### src/rtl/rv32i_types.sv
`default_nettype none
// ============================================================================
// Package  : rv32i_types
// Brief    : Shared RV32I word type, fetch queue entry and NOP encoding.
// Revision : 1.0 - initial release
// ============================================================================
package rv32i_types;

  typedef logic [31:0] rv32i_word;

  // One fetched instruction as seen by decode.
  typedef struct packed {
    rv32i_word pc;
    rv32i_word instr;
    logic      br_pred;
  } fetch_entry_t;

  // addi x0, x0, 0
  localparam rv32i_word NOP_INSTR = 32'h00000013;

endpackage
`default_nettype wire

### src/rtl/fetch_queue_ptr.sv
`default_nettype none
// ============================================================================
// Module   : fq_ptr
// Brief    : Wrapping PTR_W-bit pointer with increment and synchronous clear.
// Revision : 1.0 - initial release
// ============================================================================
module fq_ptr #(
  parameter int PTR_W = 2
) (
  input  logic             clk,
  input  logic             rst,
  input  logic             i_inc,
  input  logic             i_clr,
  output logic [PTR_W-1:0] o_ptr
);

  logic [PTR_W-1:0] r_ptr;

  // Clear has priority over increment; wrap comes from natural overflow.
  always_ff @(posedge clk or posedge rst) begin
    if (rst) begin
      r_ptr <= '0;
    end else if (i_clr) begin
      r_ptr <= '0;
    end else if (i_inc) begin
      r_ptr <= r_ptr + PTR_W'(1);
    end
  end

  assign o_ptr = r_ptr;

endmodule
`default_nettype wire

### src/rtl/fetch_queue.sv
`default_nettype none
// ============================================================================
// Module   : fetch_queue
// Brief    : Fetch-to-decode decoupling FIFO with single-cycle flush.
// Revision : 1.0 - initial release
// ============================================================================
module fetch_queue
  import rv32i_types::*;
#(
  parameter int DEPTH = 4,
  parameter int PTR_W = $clog2(DEPTH)
) (
  input  logic             clk,
  input  logic             rst,
  input  logic             enq_valid_i,
  input  logic [31:0]      enq_pc_i,
  input  logic [31:0]      enq_instr_i,
  input  logic             enq_br_pred_i,
  output logic             enq_ready_o,
  input  logic             deq_ready_i,
  output logic             deq_valid_o,
  output logic [31:0]      deq_pc_o,
  output logic [31:0]      deq_instr_o,
  output logic             deq_br_pred_o,
  input  logic             flush_i,
  output logic [PTR_W:0]   count_o
);

  localparam logic [PTR_W:0] c_FULL = (PTR_W+1)'(DEPTH);

  // Reject depths the pointer arithmetic cannot wrap correctly.
  generate
    if ((DEPTH < 2) || ((DEPTH & (DEPTH - 1)) != 0)) begin : g_bad_depth
      $error("fetch_queue: DEPTH must be a power of two and at least 2");
    end
  endgenerate

  fetch_entry_t     r_mem [DEPTH];
  logic [PTR_W:0]   r_count;
  logic [PTR_W-1:0] w_rd_ptr;
  logic [PTR_W-1:0] w_wr_ptr;
  logic             w_enq;
  logic             w_deq;
  fetch_entry_t     w_head;

  assign enq_ready_o = (r_count != c_FULL);
  assign deq_valid_o = (r_count != '0);
  assign w_enq       = enq_valid_i & enq_ready_o;
  assign w_deq       = deq_valid_o & deq_ready_i;
  assign count_o     = r_count;

  fq_ptr #(.PTR_W(PTR_W)) u_rd_ptr (
    .clk   (clk),
    .rst   (rst),
    .i_inc (w_deq),
    .i_clr (flush_i),
    .o_ptr (w_rd_ptr)
  );

  fq_ptr #(.PTR_W(PTR_W)) u_wr_ptr (
    .clk   (clk),
    .rst   (rst),
    .i_inc (w_enq),
    .i_clr (flush_i),
    .o_ptr (w_wr_ptr)
  );

  // Storage is not reset; an entry dropped by a flush is never written.
  always_ff @(posedge clk) begin
    if (w_enq && !flush_i) begin
      r_mem[w_wr_ptr] <= {enq_pc_i, enq_instr_i, enq_br_pred_i};
    end
  end

  // Occupancy tracks enqueue/dequeue; flush empties the queue.
  always_ff @(posedge clk or posedge rst) begin
    if (rst) begin
      r_count <= '0;
    end else if (flush_i) begin
      r_count <= '0;
    end else begin
      case ({w_enq, w_deq})
        2'b10:   r_count <= r_count + (PTR_W+1)'(1);
        2'b01:   r_count <= r_count - (PTR_W+1)'(1);
        default: r_count <= r_count;
      endcase
    end
  end

  // Head is a direct array read, replaced by a NOP bubble when empty.
  always_comb begin
    w_head        = r_mem[w_rd_ptr];
    deq_pc_o      = 32'h0;
    deq_instr_o   = NOP_INSTR;
    deq_br_pred_o = 1'b0;
    if (deq_valid_o) begin
      deq_pc_o      = w_head.pc;
      deq_instr_o   = w_head.instr;
      deq_br_pred_o = w_head.br_pred;
    end
  end

endmodule
`default_nettype wire

### config.mk
export PLATFORM = sky130hd
export DESIGN_NAME = fetch_queue
export DESIGN_NICKNAME = d
export VERILOG_FILES = /design/src/rtl/rv32i_types.sv /design/src/rtl/fetch_queue_ptr.sv /design/src/rtl/fetch_queue.sv
export SDC_FILE = /design/constraint.sdc
export NUM_CORES = 1
export LEC_CHECK = 0
export BUFFER_PORTS_ARGS = -buffer_cell sky130_fd_sc_hd__buf_4
export CAP_MARGIN = 25
export CORE_MARGIN = 5
export CORE_UTILIZATION = 40
export CTS_CLUSTER_DIAMETER = 80
export DETAILED_ROUTE_END_ITERATION = 16
export SYNTH_ARGS = -nofsm -noshare
export SYNTH_HDL_FRONTEND = slang
export SYNTH_SLANG_ARGS = --single-unit
export TNS_END_PERCENT = 100
### constraint.sdc
create_clock -name clk -period 4.4 [get_ports clk]
set_clock_uncertainty 0.15 [all_clocks]
set_input_delay 1.1 -clock clk [delete_from_list [all_inputs] [get_ports clk]]
set_output_delay 1.1 -clock clk [all_outputs]
set_load 0.1 [all_outputs]
==> summary.md <==
| Metric | Value |
|---|---|
| Final hold vios | `0` |
| Share of cells above drive strength 1 | `41.7%` |
| Worst R2R Path Depth | `8` |
| Pwr Density | `575 nW/um^2` |
| FF-to-FF End | `count_o[2]` |
| Tightest Pin Transition | `0.524 ns` |
| Vias | `5,002` |
| Max_slew headroom | `65.1%` |
| Total power | `7.37 mW` |
| Pre-antenna DRT Iters | `5` |
| Syn avg cell area | `21.7 um^2` |
| Non-filler cells in the finished layout | `988` |
| Root Driver | `clkbuf_16` |
| Sequential area share after synthesis | `76.8%` |
| Die width | `171 um` |
| Dpl cells | `936` |
| Yosys warnings | `0` |
| Max Root-Sink Buffers | `3` |
| Synth top area share | `75.1%` |
| P_leak | `4.37 nW` |
| Crit Path Max Fanout | `30` |
| Worst setup EP type | `primary output` |
| Synth Flop Type | `edfxtp_1` |
| H-tree depth | `1` |
| Placed Area | `11,900 um^2` |
| Fin Setup TNS | `0 ns` |
| Max-Cap Viols | `0` |
| Syn nets | `554` |
| EDFF count, synth | `260` |
| Global placement routability congestion | `0.710` |
| Wire length per cell | `20.9 um` |
| First-pass GRT wire length | `31,800 um` |
| 1st-iter DRT viols | `327` |
| Initial core utilization | `40.2%` |
| Post-CTS Resized | `0` |
| CP Data Required Time | `3.15 ns` |
| Die Y | `171 um` |
| Synth Instances | `479` |
| Synth area leader | `edfxtp_1` |
| Setup-failing EPs final | `0` |
| Distinct cells, synth | `33` |
| DR vias/cell | `5.06` |
| Kind of critical path | `flop to primary output` |
| Largest net degree at the start of global routing | `44` |
| Commonest non-fill, non-tap cell in the layout | `edfxtp_1` |
| Routed Antenna Nets | `0` |
| P&R area growth vs syn | `23.3%` |
| Clk Latency, worst-skew pair | `0.53 ns` |
| Flop-to-flop setup slack | `1.67 ns` |
| Antenna diodes | `0` |
| Post-layout util | `49.6%` |
| Worst VDD drop | `0.350 mV` |
| Post-CTS Setup Inserts | `0` |
| Top post-synthesis cells by area | `edfxtp_1, mux4_2, and2_1, dfrtp_1, buf_12` |
| # rows | `59` |
| Reg-to-Reg Start | `count_o[0]` |
| Clock sinks | `267` |
| Fmax | `261 MHz` |
| Asr flop ratio synth | `2.62%` |
| Final WL | `20,600 um` |
| Vias in the first global route | `5,547` |
| Final period util | `86.9%` |
| Reg clk slew, reported paths | `0.06 ns` |
| RSZ-0062 raised after global routing | `no` |
| Grt ovf | `0` |
| TritonCTS Buffers | `28` |
| Post-Syn Area | `10,400 um^2` |
| Detail Placement HPWL | `12,500 um` |
| Post-route cell area | `12,800 um^2` |
| GRT Util Overall | `14.1%` |
| Synth Register Bits | `267` |
| CTS tree | `done` |
| Outcome | `finished clean` |
| Commonest non-fill, non-tap cells in the layout | `edfxtp_1, buf_4, mux4_2, and2_1, clkbuf_16` |
| Final Max Slew Viols | `0` |
| Ports | `140` |
| Cts-stage hold buffer count | `0` |
| DIE AREA | `29,300 um^2` |
| CORE AREA | `25,800 um^2` |
| Worst Path Arrival | `2.58 ns` |
| Tmin final | `3.83 ns` |
| Port-buffer cells | `139` |
| Startpoint Class | `flop` |
| Antenna violations before repair | `0` |
| Nets | `706` |
| Drt drc | `0` |
| HP Class | `input pin to asynchronous set/reset pin` |
-- flip-flops by register name, indices dropped and copies added (netlist names) --
register / cells
r_mem: 260
count_o: 3
u_rd_ptr.o_ptr: 2
u_wr_ptr.o_ptr: 2
-- critical path, cell delays in order (launching register included) --
cell and delay, ns:
dfrtp_4 0.71, buf_12 0.32, mux4_2 0.55, and2_1 0.19, buf_4 0.24
-- through the flow --
stage / setup slack, ns / hold WS [ns]
6_report: 0.575 / 0.367
2_1_floorplan: 0.119 / 0.393
5_1_grt: 0.386 / 0.364
3_3_place_gp: 1.05 / 0.403
3_5_place_dp: 1.07 / 0.432
4_1_cts: 0.482 / 0.354
-- how the worst max path moves through the flow --
stage | from | endpoint | depth (start not counted)
global route | u_rd_ptr.o_ptr[0] | deq_instr_o[4] | 4
global placement | u_rd_ptr.o_ptr[0] | deq_instr_o[4] | 4
CTS | u_rd_ptr.o_ptr[0] | deq_instr_o[15] | 4
detailed placement | u_rd_ptr.o_ptr[0] | deq_instr_o[15] | 4
floorplan | count_o[0] | r_mem[0][0] | 5
finish | u_rd_ptr.o_ptr[0] | deq_instr_o[15] | 4
-- cell usage after synthesis, types with 2 or more instances --
cell type / n
edfxtp_1: 260
xnor2_1: 2
dfrtp_1: 7
xor2_1: 2
inv_1: 4
ha_1: 4
or2_1: 3
or3b_2: 2
nand3_1: 5
buf_12: 4
nand2_1: 6
buf_4: 2
o21ai_0: 4
a21oi_1: 2
nor2_1: 7
and2_1: 67
clkbuf_1: 10
mux4_2: 65
buf_2: 9
-- logic make-up after synthesis --
logic type / after synthesis / synth area share, %
AOI/OAI and AO/OA: 10 / 0.566
xor gates and xnor gates: 4 / 0.337
and+or+nand+nor: 96 / 5.47
muxes: 66 / 14.2
buffers and inverters: 31 / 2.00
adders and majority gates: 5 / 0.674
DFF: 267 / 76.8
-- where the power goes --
group          switching (mW)  internal (mW)  total [mW]
clock                   0.927           1.45        2.37
sequential             0.0605           2.89        2.95
combinational            1.50          0.542        2.05
-- metal layers --
metal	vias up	part of all wire, %	global-route usage, %
met1	2576	43	19.9
li1	2241	-	-
met2	153	48	22.8
met3	32	7.0	2.92
met4	0	1.9	3.41
met5	-	0	0
-- area by class of cell --
cell class	count	area, um^2
clock buffers	36	792
clock inverters	16	164
fillers	2151	13000
inverters	4	15.0
multi-input cells	181	2220
flip-flops and latches	267	7990
well taps	335	419
repair buffers	149	1220
No activity file was read; power rests on OpenSTA's default activity.
